### src/rtl/layer_window_loader_if.sv
// Buffer-load handshake between the network controller (master) and a
// per-layer window loader (slave), plus the feature-memory read port and
// the PE input-buffer write port.
interface layer_window_loader_if #(
  parameter int K      = 3,
  parameter int DATA_W = 8,
  parameter int ADDR_W = 6
);
  localparam int IDX_W = (K > 1) ? $clog2(K) : 1;

  // controller -> loader
  logic              initLd;
  logic              ldBuf;
  logic              memWrEn;
  // feature memory -> loader
  logic [DATA_W-1:0] rdData;
  // loader -> memory / buffer / controller
  logic [ADDR_W-1:0] rdAddr;
  logic              bufWrEn;
  logic [IDX_W-1:0]  bufRow;
  logic [IDX_W-1:0]  bufCol;
  logic [DATA_W-1:0] bufData;
  logic              bufShift;
  logic              ldBufDone;
  logic              ctrlDone;
  logic [ADDR_W-1:0] wrAddr;

  modport master (
    output initLd, ldBuf, memWrEn, rdData,
    input  rdAddr, bufWrEn, bufRow, bufCol, bufData, bufShift,
           ldBufDone, ctrlDone, wrAddr
  );

  modport slave (
    input  initLd, ldBuf, memWrEn, rdData,
    output rdAddr, bufWrEn, bufRow, bufCol, bufData, bufShift,
           ldBufDone, ctrlDone, wrAddr
  );
endinterface

### src/rtl/layer_window_loader.sv
// Per-layer window loader: walks a KxK window over a row-major feature map and writes it into the PE buffer.
// Latency: request at edge 0 -> reads cycles 1..K*K, buffer writes 2..K*K+1, ldBufDone pulse in cycle K*K+2.
// Backpressure: none; ldBuf is ignored while busy or on the last window, initLd aborts and restarts.
//
// Ports: clk, rst (async, active high); bus (slave modport of layer_window_loader_if):
//   initLd/ldBuf/memWrEn in  - start layer / advance window / result stored
//   rdAddr out, rdData in    - feature-memory read, data one cycle after address
//   bufWrEn/bufRow/bufCol/bufData out - buffer write port; bufShift out - shift buffer left
//   ldBufDone out (pulse), ctrlDone out (level, last window), wrAddr out (result address)
// Optional feature macro: SLIDE_REUSE_EN - horizontal steps shift the buffer and
//   fetch only the new right-hand column (K reads instead of K*K).
module layer_window_loader #(
  parameter int IMG_W  = 8,
  parameter int IMG_H  = 8,
  parameter int K      = 3,
  parameter int STRIDE = 1,
  parameter int DATA_W = 8,
  parameter int ADDR_W = 6
) (
  input  logic                   clk,
  input  logic                   rst,
  layer_window_loader_if.slave   bus
);

  localparam int OUT_W = (IMG_W - K) / STRIDE + 1;
  localparam int OUT_H = (IMG_H - K) / STRIDE + 1;
  localparam int IDX_W = (K > 1) ? $clog2(K) : 1;

  localparam logic [ADDR_W-1:0] LAST_C   = ADDR_W'((OUT_W - 1) * STRIDE);
  localparam logic [ADDR_W-1:0] LAST_R   = ADDR_W'((OUT_H - 1) * STRIDE);
  localparam logic [ADDR_W-1:0] STRIDE_A = ADDR_W'(STRIDE);
  localparam logic [ADDR_W-1:0] IMG_W_A  = ADDR_W'(IMG_W);
  localparam logic [IDX_W-1:0]  KM1      = IDX_W'(K - 1);

`ifdef SLIDE_REUSE_EN
  localparam bit SLIDE_EN = 1'b1;
`else
  localparam bit SLIDE_EN = 1'b0;
`endif

  localparam logic [1:0] S_IDLE  = 2'd0;
  localparam logic [1:0] S_ISSUE = 2'd1;
  localparam logic [1:0] S_DRAIN = 2'd2;
  localparam logic [1:0] S_DONE  = 2'd3;

  logic [1:0]        state_q, state_d;
  logic [ADDR_W-1:0] r0_q, r0_d;
  logic [ADDR_W-1:0] c0_q, c0_d;
  logic [IDX_W-1:0]  i_q, i_d;
  logic [IDX_W-1:0]  j_q, j_d;
  logic              slide_q, slide_d;   // current load fetches only column K-1
  logic              shift_q, shift_d;   // first ISSUE cycle of a sliding load
  logic [ADDR_W-1:0] wr_addr_q, wr_addr_d;
  logic              buf_wr_en_q, buf_wr_en_d;
  logic [IDX_W-1:0]  buf_row_q, buf_row_d;
  logic [IDX_W-1:0]  buf_col_q, buf_col_d;

  logic              ctrl_done;
  logic              last_rd;
  logic [ADDR_W-1:0] rd_row;
  logic [ADDR_W-1:0] rd_addr;

  assign ctrl_done = (r0_q == LAST_R) && (c0_q == LAST_C);
  assign last_rd   = (i_q == KM1) && (j_q == KM1);
  assign rd_row    = r0_q + ADDR_W'(i_q);
  assign rd_addr   = rd_row * IMG_W_A + c0_q + ADDR_W'(j_q);

  always_comb begin
    state_d     = state_q;
    r0_d        = r0_q;
    c0_d        = c0_q;
    i_d         = i_q;
    j_d         = j_q;
    slide_d     = slide_q;
    shift_d     = shift_q;
    wr_addr_d   = bus.memWrEn ? wr_addr_q + 1'b1 : wr_addr_q;
    // A read issued in the cycle initLd arrives belongs to the aborted load; drop its write.
    buf_wr_en_d = (state_q == S_ISSUE) && !bus.initLd;
    buf_row_d   = i_q;
    buf_col_d   = j_q;

    if (bus.initLd) begin
      // initLd wins over everything, including a concurrent memWrEn.
      state_d   = S_ISSUE;
      r0_d      = '0;
      c0_d      = '0;
      i_d       = '0;
      j_d       = '0;
      slide_d   = 1'b0;
      shift_d   = 1'b0;
      wr_addr_d = '0;
    end else begin
      case (state_q)
        S_IDLE: begin
          if (bus.ldBuf && !ctrl_done) begin
            state_d = S_ISSUE;
            i_d     = '0;
            if (c0_q == LAST_C) begin
              // Row wrap always needs a full reload.
              c0_d    = '0;
              r0_d    = r0_q + STRIDE_A;
              j_d     = '0;
              slide_d = 1'b0;
              shift_d = 1'b0;
            end else begin
              c0_d    = c0_q + STRIDE_A;
              j_d     = SLIDE_EN ? KM1 : '0;
              slide_d = SLIDE_EN;
              shift_d = SLIDE_EN;
            end
          end
        end
        S_ISSUE: begin
          shift_d = 1'b0;
          if (last_rd) begin
            state_d = S_DRAIN;
          end else if (j_q == KM1) begin
            i_d = i_q + 1'b1;
            j_d = slide_q ? KM1 : '0;
          end else begin
            j_d = j_q + 1'b1;
          end
        end
        S_DRAIN: state_d = S_DONE;
        S_DONE:  state_d = S_IDLE;
        default: state_d = S_IDLE;
      endcase
    end
  end

  always_ff @(posedge clk or posedge rst) begin
    if (rst) begin
      state_q     <= S_IDLE;
      r0_q        <= '0;
      c0_q        <= '0;
      i_q         <= '0;
      j_q         <= '0;
      slide_q     <= 1'b0;
      shift_q     <= 1'b0;
      wr_addr_q   <= '0;
      buf_wr_en_q <= 1'b0;
      buf_row_q   <= '0;
      buf_col_q   <= '0;
    end else begin
      state_q     <= state_d;
      r0_q        <= r0_d;
      c0_q        <= c0_d;
      i_q         <= i_d;
      j_q         <= j_d;
      slide_q     <= slide_d;
      shift_q     <= shift_d;
      wr_addr_q   <= wr_addr_d;
      buf_wr_en_q <= buf_wr_en_d;
      buf_row_q   <= buf_row_d;
      buf_col_q   <= buf_col_d;
    end
  end

  assign bus.rdAddr    = (state_q == S_ISSUE) ? rd_addr : '0;
  assign bus.bufWrEn   = buf_wr_en_q;
  assign bus.bufRow    = buf_row_q;
  assign bus.bufCol    = buf_col_q;
  assign bus.bufData   = buf_wr_en_q ? bus.rdData : {DATA_W{1'b0}};
  assign bus.bufShift  = SLIDE_EN & shift_q & (state_q == S_ISSUE);
  assign bus.ldBufDone = (state_q == S_DONE);
  assign bus.ctrlDone  = ctrl_done;
  assign bus.wrAddr    = wr_addr_q;

endmodule
### src/flat_wrapper.sv
// flat-port wrapper written by rule: the top's interface ports become plain ports
module layer_window_loader_flat 
#(
  parameter int IMG_W  = 8,
  parameter int IMG_H  = 8,
  parameter int K      = 3,
  parameter int STRIDE = 1,
  parameter int DATA_W = 8,
  parameter int ADDR_W = 6
)
  (clk, rst, bus_initLd, bus_ldBuf, bus_memWrEn, bus_rdData, bus_rdAddr, bus_bufWrEn, bus_bufRow, bus_bufCol, bus_bufData, bus_bufShift, bus_ldBufDone, bus_ctrlDone, bus_wrAddr);
  layer_window_loader_if #(.K(K), .DATA_W(DATA_W), .ADDR_W(ADDR_W)) bus_i ();
  input  logic clk;
  input  logic rst;
  input wire logic [$bits(bus_i.initLd)-1:0] bus_initLd;
  input wire logic [$bits(bus_i.ldBuf)-1:0] bus_ldBuf;
  input wire logic [$bits(bus_i.memWrEn)-1:0] bus_memWrEn;
  input wire logic [$bits(bus_i.rdData)-1:0] bus_rdData;
  output wire logic [$bits(bus_i.rdAddr)-1:0] bus_rdAddr;
  output wire logic [$bits(bus_i.bufWrEn)-1:0] bus_bufWrEn;
  output wire logic [$bits(bus_i.bufRow)-1:0] bus_bufRow;
  output wire logic [$bits(bus_i.bufCol)-1:0] bus_bufCol;
  output wire logic [$bits(bus_i.bufData)-1:0] bus_bufData;
  output wire logic [$bits(bus_i.bufShift)-1:0] bus_bufShift;
  output wire logic [$bits(bus_i.ldBufDone)-1:0] bus_ldBufDone;
  output wire logic [$bits(bus_i.ctrlDone)-1:0] bus_ctrlDone;
  output wire logic [$bits(bus_i.wrAddr)-1:0] bus_wrAddr;
  assign bus_i.initLd = bus_initLd;
  assign bus_i.ldBuf = bus_ldBuf;
  assign bus_i.memWrEn = bus_memWrEn;
  assign bus_i.rdData = bus_rdData;
  assign bus_rdAddr = bus_i.rdAddr;
  assign bus_bufWrEn = bus_i.bufWrEn;
  assign bus_bufRow = bus_i.bufRow;
  assign bus_bufCol = bus_i.bufCol;
  assign bus_bufData = bus_i.bufData;
  assign bus_bufShift = bus_i.bufShift;
  assign bus_ldBufDone = bus_i.ldBufDone;
  assign bus_ctrlDone = bus_i.ctrlDone;
  assign bus_wrAddr = bus_i.wrAddr;
  layer_window_loader #(.IMG_W(IMG_W), .IMG_H(IMG_H), .K(K), .STRIDE(STRIDE), .DATA_W(DATA_W), .ADDR_W(ADDR_W)) u_core (.clk(clk), .rst(rst), .bus(bus_i));
endmodule
### config.mk
export PLATFORM = sky130hd
export DESIGN_NAME = layer_window_loader_flat
export DESIGN_NICKNAME = d
export VERILOG_FILES = /design/src/rtl/layer_window_loader_if.sv /design/src/rtl/layer_window_loader.sv /design/src/flat_wrapper.sv
export SDC_FILE = /design/constraint.sdc
export NUM_CORES = 1
export LEC_CHECK = 0
export CORE_ASPECT_RATIO = 0.9
export CORE_MARGIN = 1
export CORE_UTILIZATION = 47
export CTS_BUF_LIST = sky130_fd_sc_hd__clkbuf_8
export DETAILED_ROUTE_END_ITERATION = 8
export PLACE_DENSITY = 0.9
export SYNTH_ARGS = -nofsm -noshare
export SYNTH_HDL_FRONTEND = slang
export SYNTH_SLANG_ARGS = --single-unit
### constraint.sdc
create_clock -name clk -period 2.7 [get_ports clk]
set_clock_uncertainty 0.15 [all_clocks]
set_input_delay 0.54 -clock clk [delete_from_list [all_inputs] [get_ports clk]]
set_output_delay 0.54 -clock clk [all_outputs]
set_load 0.01 [all_outputs]
After elaboration in Yosys (flattened, before gate mapping)
Index checks and enable logic that the tools add are counted.
W data, S select, Z words.
- register bits: 30
- output and inout port bits: 28
- $add $sub $neg: 8
- equality and inequality tests: 11
- multiplexer cells: 29
- reduce and logical (&&, ||, !) cells: 17
- operators with widths (cell ; number):
    $mux W6 ; 11
    $mux W2 ; 11
    $add A6 B1 Y6 const B ; 3
    $eq A6 B3 Y1 const B ; 2
    $eq A2 B2 Y1 const B ; 4
    $mux W8 ; 1
    $pmux W2 S2 ; 2
    $pmux W2 S4 ; 1
    $reduce_bool A2 Y1 ; 4
    $add A6 B2 Y6 ; 1
    $add A6 B6 Y6 ; 1
    $ne A3 B2 Y1 const B ; 2
    $ne A3 B3 Y1 const B ; 2
    $reduce_and A3 Y1 ; 2
    $add A2 B1 Y2 const B ; 2
    $logic_and A1 B1 Y1 ; 4
    $reduce_and A2 Y1 ; 2
    $reduce_and A4 Y1 ; 1
    $add A3 B2 Y3 ; 1
    $mux W1 ; 3
    $reduce_bool A3 Y1 ; 1
    $eq A2 B1 Y1 const B ; 1
    $logic_not A1 Y1 ; 2
    $logic_not A2 Y1 ; 1

Longest topological paths before layout
Gate-level depths: netlist of run 1.
- word-level depth: 7
- mapped depth: 9
- mapped depth without buffers: 9

Worst setup path after synthesis of run 1
OpenSTA, ideal clock, no wires.
- path type: reg2out
- from: register u_core.r0_q[0]
- to: output bus_rdAddr[5]
- data arrival time: 2.267 ns
- setup slack: -0.257 ns
- cell stages (with the launch flop): 10
- buffers on the path: 0
- cells stage by stage: dfrtp_1 ha_1 inv_1 fa_1 inv_1 ha_1 and3_1 a221oi_1 xnor2_1 and2_1
- longest elaborated chain between the ends: 4
- RTL lines (what ; RTL line ; text):
    start, declared ; layer_window_loader.sv:47 ; logic [ADDR_W-1:0] r0_q, r0_d;
    start signal, assigned ; layer_window_loader.sv:146 ; r0_q <= r0_d;
    $add A3 B2 Y3 ; layer_window_loader.sv:65 ; assign rd_row = r0_q + ADDR_W'(i_q);
    $add A6 B6 Y6 ; layer_window_loader.sv:66 ; assign rd_addr = rd_row * IMG_W_A + c0_q + ADDR_W'(j_q);
    $add A6 B2 Y6 ; layer_window_loader.sv:66 ;
    $mux W6 ; layer_window_loader.sv:159 ; assign bus.rdAddr = (state_q == S_ISSUE) ? rd_addr : '0;
    end, declared ; flat_wrapper.sv:19 ; output wire logic [$bits(bus_i.rdAddr)-1:0] bus_rdAddr;
Every way passes these cells.

Final worst setup path of run 1
Ends and elaborated chain as after synthesis.

==> impl_summary.md, run 1 <==
Status
The flow ran to the end, but the final reports show violations. The checks that failed: negative setup slack.

Detailed routing
The first detailed-routing pass took 5 iterations. For this run, design rule violations remaining after detail routing come to 0. For this block, the via count after detailed routing is 1669. The final wirelength is 4410 µm.

The count of nets left with antenna violations once routing finished came out at 0. After detailed routing, the number of vias per cell comes to 5.60. After the first detailed-routing iteration, the DRC count stood at 112. In the final routed layout, each cell accounts on average for 14.8 µm.

Synthesis
The commonest cells after synthesis are 29 x dfrtp_1, 15 x and2_1, 15 x ha_1, 13 x inv_1, 11 x nor2_1. By area the synthesized netlist is led by dfrtp_1 38%, ha_1 9.9%, and2_1 5.0%. The number of cells produced by synthesis is 192. In this run, synthesis inferred 0 flip-flops with an integrated enable. The most numerous cell in the Yosys netlist is dfrtp_1. After synthesis, the netlist uses 44 different library cells. The Yosys step of the flow raised 0 warnings. The async set or reset register ratio after synthesis is 100%. The flip-flop cell with the highest count after synthesis is dfrtp_1.

The proportion of netlist area held by the largest area contributor is 38.5%. The synthesized design contains 29 register bits. The post-synthesis average cell area is 9.83 µm². The biggest area contributor in the post-synthesis netlist is dfrtp_1.

The summed instance area of the synthesized netlist is 1890 µm². The proportion of synthesized chip area in sequential cells is 38.5%. The number of nets in the synthesized netlist is 222.

Timing
The number of max-slew violations in the final report is 0. The worst-case headroom to the max-slew limit is 57.3%. Of the available clock period, the critical path in the final layout requires 115%.

Setup violations remaining at the end of the flow were counted as 2. The maximum clock rate is 322 MHz. The hold violation count in the final report is 0. The slew at the pin closest to its max-slew limit is 0.637 ns. The routed design could run at a clock period as short as 3.10 ns. Setup repair after global routing could not meet its margin everywhere. In the post-route analysis, the smallest setup slack over all paths is -0.401 ns.

Global routing
The maximum number of pins on one net before global-route repair is 30. The sum of overflow across all layers after global routing is 0. The first-pass GRT wire length is 7360 µm. Global routing consumed, over all layers together, 23.4% of the routing resources.

The number of global-route vias before repair came to 1604. The number of antenna violations at the first check in global routing is 0.

Floorplanning
In this run the vertical extent of the chip is 62.1 µm. After floorplanning, the core was divided into 21 placement rows. The effective utilization at floorplan is 49.9%. The core region is 3780 µm². The area enclosed by the die boundary is 4270 µm².

The die is 68.8 µm wide. The top-level port count is 41.

Worst setup path
At the worst endpoint, the arrival time is 2.41 ns. The worst setup path is launched from a flop. The data required time of the worst path is 2.01 ns. The kind of end point of the critical path is a primary output. The worst setup path category is reg2out. In this run the worst path has a maximum fanout of 3.

Clocking
Clock tree synthesis found a total of 29 sinks. The root buffer selected by CTS is clkbuf_8. TritonCTS built the clock tree. The clock reaches the later pin of the worst-skew pair after 0.29 ns. Counting along the longest clock path gives a buffer depth of 2.

In this run, post-CTS hold repair placed 0 buffers. The number of levels in the clock H-tree is 2. After clock tree synthesis, the clock-pin slew on the worst setup and hold paths is 0.07 ns.

The number of buffers inserted during clock tree synthesis is 5.

Place
Before CTS, the worst setup slack after placement is -0.503 ns. The count of buffers added on input and output ports is 39. The global placer's final weighted congestion is 0.796.

The number of placed instances, taps included, is 288. The placed wire-length estimate is 3190 µm.

Final layout
The layout-stage area growth over the synthesis result is 37.4%. 0 antenna diodes ended up in the layout. The net count of the finished layout is 281. The post-route netlist has 19.4% of its cells at a drive strength greater than 1. For this run, the number of standard cells in the final layout without fillers is 298.

Pwr
The power density of the placed cells is 598 nW/µm². The worst IR drop on VDD is 0.405 mV. In this run the static leakage power is 0.00120 µW.

Hold path
The worst hold path belongs to the class reg2reg.

Job
Max-cap violations in this run came to 0.
-- layout by cell type, fill, tap and decap left out, types with 4 or more instances in the layout --
master           synthesis  routed
inv_1                   13      11
xor2_1                   7       7
nand3b_1                 4       4
dfrtp_1                 29      29
a21oi_1                  9       9
mux2i_1                  4       4
nor2b_1                  4       4
clkbuf_8                 0       7
clkdlybuf4s50_1          0      33
o21ai_0                  5       5
xnor2_1                  5       4
nor2_1                  11      11
buf_4                    1      19
nand3_1                  4       4
ha_1                    15      12
and2_1                  15      15
nand2b_1                 5       5
nand2_1                  9       9
nand4_1                  5       5
-- per-stage QoR --
| stage | utilization (%) | area, µm² | power, µW | hold slack, ns | setup TNS [ns] |
|---|---|---|---|---|---|
| after floorplan | - | 1910 | 881 | 0.228 | -0.0188 |
| after global routing | 68.5 | 2590 | 1650 | 0.348 | -1.00 |
| final | 68.5 | 2590 | 1550 | 0.334 | -0.778 |
| after detailed placement | 65.1 | 2460 | 1150 | 0.316 | -0.758 |
| after CTS | 68.1 | 2580 | 1550 | 0.336 | -0.829 |
| after global placement | 65.1 | 2460 | 1120 | 0.312 | -0.577 |
-- per-layer routing --
layer,share of wire [%],global-route usage [%],up-vias
met5,0,0,-
met4,1.6,8.93,0
met3,5.8,6.43,11
met2,48,35.3,67
met1,44,31.6,803
li1,-,-,788
-- kinds of logic (layout without fill, tap and decap cells) --
group / Yosys count / after routing / share of synthesized area, %
and+or+nand+nor: 76 / 76 / 24.9
other: 1 / 1 / 0.199
buffers and inverters: 21 / 81 / 4.77
adders and majority gates: 17 / 17 / 12.1
xor gates and xnor gates: 12 / 12 / 5.57
muxes: 7 / 7 / 3.91
AOI/OAI and AO/OA: 29 / 29 / 10.1
DFF: 29 / 29 / 38.5
-- critical path, stage by stage (launching register included) --
cell and delay [ns]:
dfrtp_1 0.36, ha_2 0.18, inv_2 0.04, fa_1 0.50
inv_2 0.06, ha_4 0.23, and3_4 0.15, a221oi_4 0.22
xnor2_1 0.14, and2_1 0.13, buf_2 0.12
-- final cells by class --
cell class	instances	area, µm²
flip-flops and latches	29	726
inverters	13	48.8
well taps	46	57.6
multi-input cells	142	1120
repair buffers	60	538
fillers	287	1190
clock buffers	7	96.3
clock inverters	1	5.00
-- worst paths after layout --
check / start / to / slack (ns) / depth (start not counted)
max: u_core.r0_q[0]$_DFFE_PP0P_ / bus_rdAddr[5] / -0.40 / 10
min: u_core.buf_row_d[1]$_DFFE_PP0P_ / u_core.bus.bufRow[1]$_DFF_PP0_ / 0.33 / 1
min reg2reg: u_core.buf_row_d[1]$_DFFE_PP0P_ / u_core.bus.bufRow[1]$_DFF_PP0_ / 0.33 / 1
max reg2reg: u_core.c0_q[1]$_DFFE_PP0P_ / u_core.r0_q[5]$_DFFE_PP0P_ / 0.42 / 7
min in group asynchronous: rst / u_core.c0_q[5]$_DFFE_PP0P_ / 0.47 / 3
max in group asynchronous: rst / u_core.bus.bufCol[1]$_DFF_PP0_ / 1.63 / 3
-- flip-flops by register name, summed over array words and instances, names as in the netlist --
| register | count |
|---|---|
| u_core.bus.bufCol | 2 |
| u_core.bus.bufWrEn | 1 |
| u_core.buf_col_d | 2 |
| u_core.buf_row_d | 2 |
| u_core.bus.wrAddr | 6 |
| u_core.r0_q | 6 |
| u_core.c0_q | 6 |
| u_core.state_q | 2 |
| u_core.bus.bufRow | 2 |
-- power by group --
part / total, µW / switching [µW] / internal [µW]
sequential: 534 / 44.4 / 490
combinational: 616 / 305 / 310
clock: 400 / 170 / 230
-- timing repair --
action,4_1_cts,5_1_grt
setup buffers,2,1
setup endpoints to repair,6,4
resized for setup,17,6
pin swaps,5,4
Note: power is estimated with default switching activity, not from simulation.
==> run 2, diff against run 1 <==
--- a/config.mk
+++ b/config.mk
@@ -10,7 +10,8 @@
 export CORE_UTILIZATION = 47
 export CTS_BUF_LIST = sky130_fd_sc_hd__clkbuf_8
 export DETAILED_ROUTE_END_ITERATION = 8
-export PLACE_DENSITY = 0.9
+export PLACE_DENSITY = 0.78
+export SETUP_SLACK_MARGIN = 0.4
 export SYNTH_ARGS = -nofsm -noshare
 export SYNTH_HDL_FRONTEND = slang
 export SYNTH_SLANG_ARGS = --single-unit
==> impl_summary.md, run 2 (synthesis results as in run 1) <==
Worst setup path
The setup path with the least slack is of type reg2out. The endpoint of the most critical register-to-register path is u_core.state_q[1]$_DFFE_PP0P_. The worst setup path is captured at a primary output. The setup slack on the worst flop-to-flop path came to 0.43 ns (about the same).

The startpoint of the worst register-to-register path is u_core.c0_q[1]$_DFFE_PP0P_. The top fanout value on the critical path is 3 (unchanged). The signal on the critical path passes through ha_4, inv_2, fa_1, inv_2, ha_4, and3_4, a221oi_2, xnor2_1, and2_1, buf_2.

The worst setup path is launched from a flop. On the critical path, the stage with the largest delay is an instance of fa_1. The length in cells of the worst reg-to-reg path is 8 (+1).

The peak per-stage delay on the critical path is 0.49 ns (about the same). The arrival time at the worst endpoint is 2.37 ns (-0.04 ns). The data required time of the worst path came to 2.01 ns (about the same).

Place
The global placer's final weighted congestion is 0.836 (+5.0%). The placed wire-length estimate is 3010 µm (-5.7%). The number of buffer cells added on primary ports is 39 (unchanged). The post-placement cell count is 287 (-0.35%).

Hold path
For hold timing, the worst endpoint is u_core.bus.bufRow[1]$_DFF_PP0_. The worst hold path begins at u_core.buf_row_d[1]$_DFFE_PP0P_. The path class of the tightest hold or removal check is reg2reg. The cell depth of the worst min-delay path is 1 (unchanged).

Timing
The worst-case headroom to the max-slew limit is 60.3% (+2.9 points). The post-route minimum period is 3.06 ns (-0.0413 ns). The maximum clock rate was 327 MHz (+1.3%). The slew at the pin closest to its max-slew limit is 0.593 ns (-0.0440 ns). The final-report setup violation count is 2 (unchanged). The ratio of final minimum period to clock period came to 113% (-1.5 points). The hold violation count in the final report came to 0 (unchanged). Setup repair after global routing could not meet its margin everywhere. The total negative slack is -0.684 ns (+0.0943 ns). The post-layout worst setup margin is -0.360 ns (+0.0413 ns).

The worst hold-check slack came to 0.346 ns (+0.0121 ns). The number of max-slew violations in the final report is 0 (unchanged).

Global routing
The number of global-route vias before repair is 1568 (-2.2%). The maximum number of pins on one net before global-route repair was 30 (unchanged). The first-pass GRT wire length is 7220 µm (-1.9%). The total track usage is 23.0% (-0.43 points). The number of antenna violations at the first check in global routing is 0 (unchanged).

The sum of overflow across all layers after global routing is 0 (unchanged).

Status
The run finished, with violations left. The final reports fail on negative setup slack.

Clocking
The number of buffers on the longest clock path is 2 (unchanged). The root buffer selected by CTS is clkbuf_8. The number of buffers inserted during clock tree synthesis is 5 (unchanged). The number of levels in the clock H-tree came to 2 (unchanged). The clock tree from TritonCTS is yes. The clock-pin slew of the registers on the worst-case setup and hold paths was 0.06 ns (about the same).

The number of sinks handled by clock tree synthesis is 29 (unchanged). The clock network latency to the later pin of the worst-skew pair is 0.28 ns (about the same). The number of buffers added to fix hold violations after cts is 0 (unchanged).

Final layout
The layout-stage area growth over the synthesis result is 47.6%. The final core utilization came to 73.6% (+5.1 points). The leading cell type in the layout, fill and taps excluded is buf_4. The post-layout instance count excluding filler cells is 312 (+4.7%).

The net count of the finished layout is 295 (+5.0%). The top cell types in the final layout, fill and taps aside, are 29 x buf_4, 24 x clkdlybuf4s50_1, 24 x dfrtp_1. The fraction of final layout cells with drive strength greater than 1 came to 31.2% (+12 points).

The antenna cell count was 0 (unchanged).

Floorplanning
The core footprint is 3780 µm² (unchanged). The area enclosed by the die boundary is 4270 µm² (unchanged). The die boundary height came to 62.1 µm (unchanged). The top-level port count is 41 (unchanged). The horizontal extent of the die is 68.8 µm (unchanged). The effective utilization at floorplan is 49.9% (unchanged). The number of placement rows is 21 (unchanged).

Detailed routing
The total vias in the final route came to 1702 (+2.0%). The routed length per instance was 15.9 µm (+7.1%). The final wirelength came to 4950 µm (+12%). The detail-routed via count per cell is 5.46 (-2.6%).

The number of remaining DRC errors was 0 (unchanged). The iteration count of the initial detailed-routing pass was 5 (unchanged). The number of DRC markers after the initial detailed-route iteration is 104 (-7.1%). The final antenna-violating net count came to 0 (unchanged).

Pwr
The sum of internal, switching and leakage power is 1580 µW (+1.6%). The static leakage power is 0.00132 µW (+10%). The worst IR drop on VDD was 0.336 mV (-17%).

The power density of the placed cells came to 566 nW/µm² (-5.4%).

Job
The number of max-cap violations is 0 (unchanged).
[run 2: power by group]
| group | switching (µW) | internal [µW] | total (µW) |
|---|---|---|---|
| sequential | 56.5 | 490 | 547 |
| combinational | 341 | 356 | 696 |
| clock | 161 | 171 | 332 |
[run 2: worst max-delay path by stage]
stage	startpoint	endpoint	slack (ns)	depth (start not counted)
after floorplan	u_core.r0_q[0]$_DFFE_PP0P_	bus_rdAddr[5]	-0.02	9
after global placement	u_core.r0_q[0]$_DFFE_PP0P_	bus_rdAddr[5]	-0.42	10
after detailed placement	u_core.buf_row_d[0]$_DFFE_PP0P_	bus_rdAddr[5]	-0.47	10
after CTS	u_core.buf_row_d[0]$_DFFE_PP0P_	bus_rdAddr[5]	-0.39	10
after global routing	u_core.r0_q[0]$_DFFE_PP0P_	bus_rdAddr[5]	-0.48	10
final	u_core.r0_q[0]$_DFFE_PP0P_	bus_rdAddr[5]	-0.36	10
[run 2: repair_timing]
| action | 4_1_cts | 5_1_grt |
|---|---|---|
| gates resized for setup | 48 | 21 |
| buffers inserted | 5 | 12 |
| setup endpoints to repair | 15 | 13 |
| pin swaps | 13 | 15 |
| cloned | 0 | 0 |
[run 2: cell type report]
class                   count  area, µm²
clock buffers               5       68.8
clock inverters             3       11.3
fillers                   268        998
inverters                  13       48.8
multi-input cells         142       1230
flip-flops and latches     29        732
well taps                  46       57.6
repair buffers             74        641
[run 2: worst max-delay path: cells and delay by family (launching register included)]
family / cells / cell delay, ns
AND/OR/NAND/NOR: 2 / 0.27
buffers and inverters: 3 / 0.20
flip-flops: 1 / 0.39
adder cells (fa/ha/maj): 3 / 0.86
AO/OA/AOI/OAI: 1 / 0.24
XOR/XNOR: 1 / 0.14
[run 2: stage by stage]
step / cell area (µm²) / worst slack, ns
floorplan: 1910 / -0.0188
global placement: 2450 / -0.420
detailed placement: 2450 / -0.469
CTS: 2590 / -0.393
global route: 2790 / -0.484
finish: 2790 / -0.360
[run 2: layer usage]
metal	GRT usage, %	share of wire, %	up-vias
met5	0	0	-
met4	10.7	2.1	0
met3	4.60	2.7	10
met2	34.2	51	36
met1	31.6	44	837
li1	-	-	819
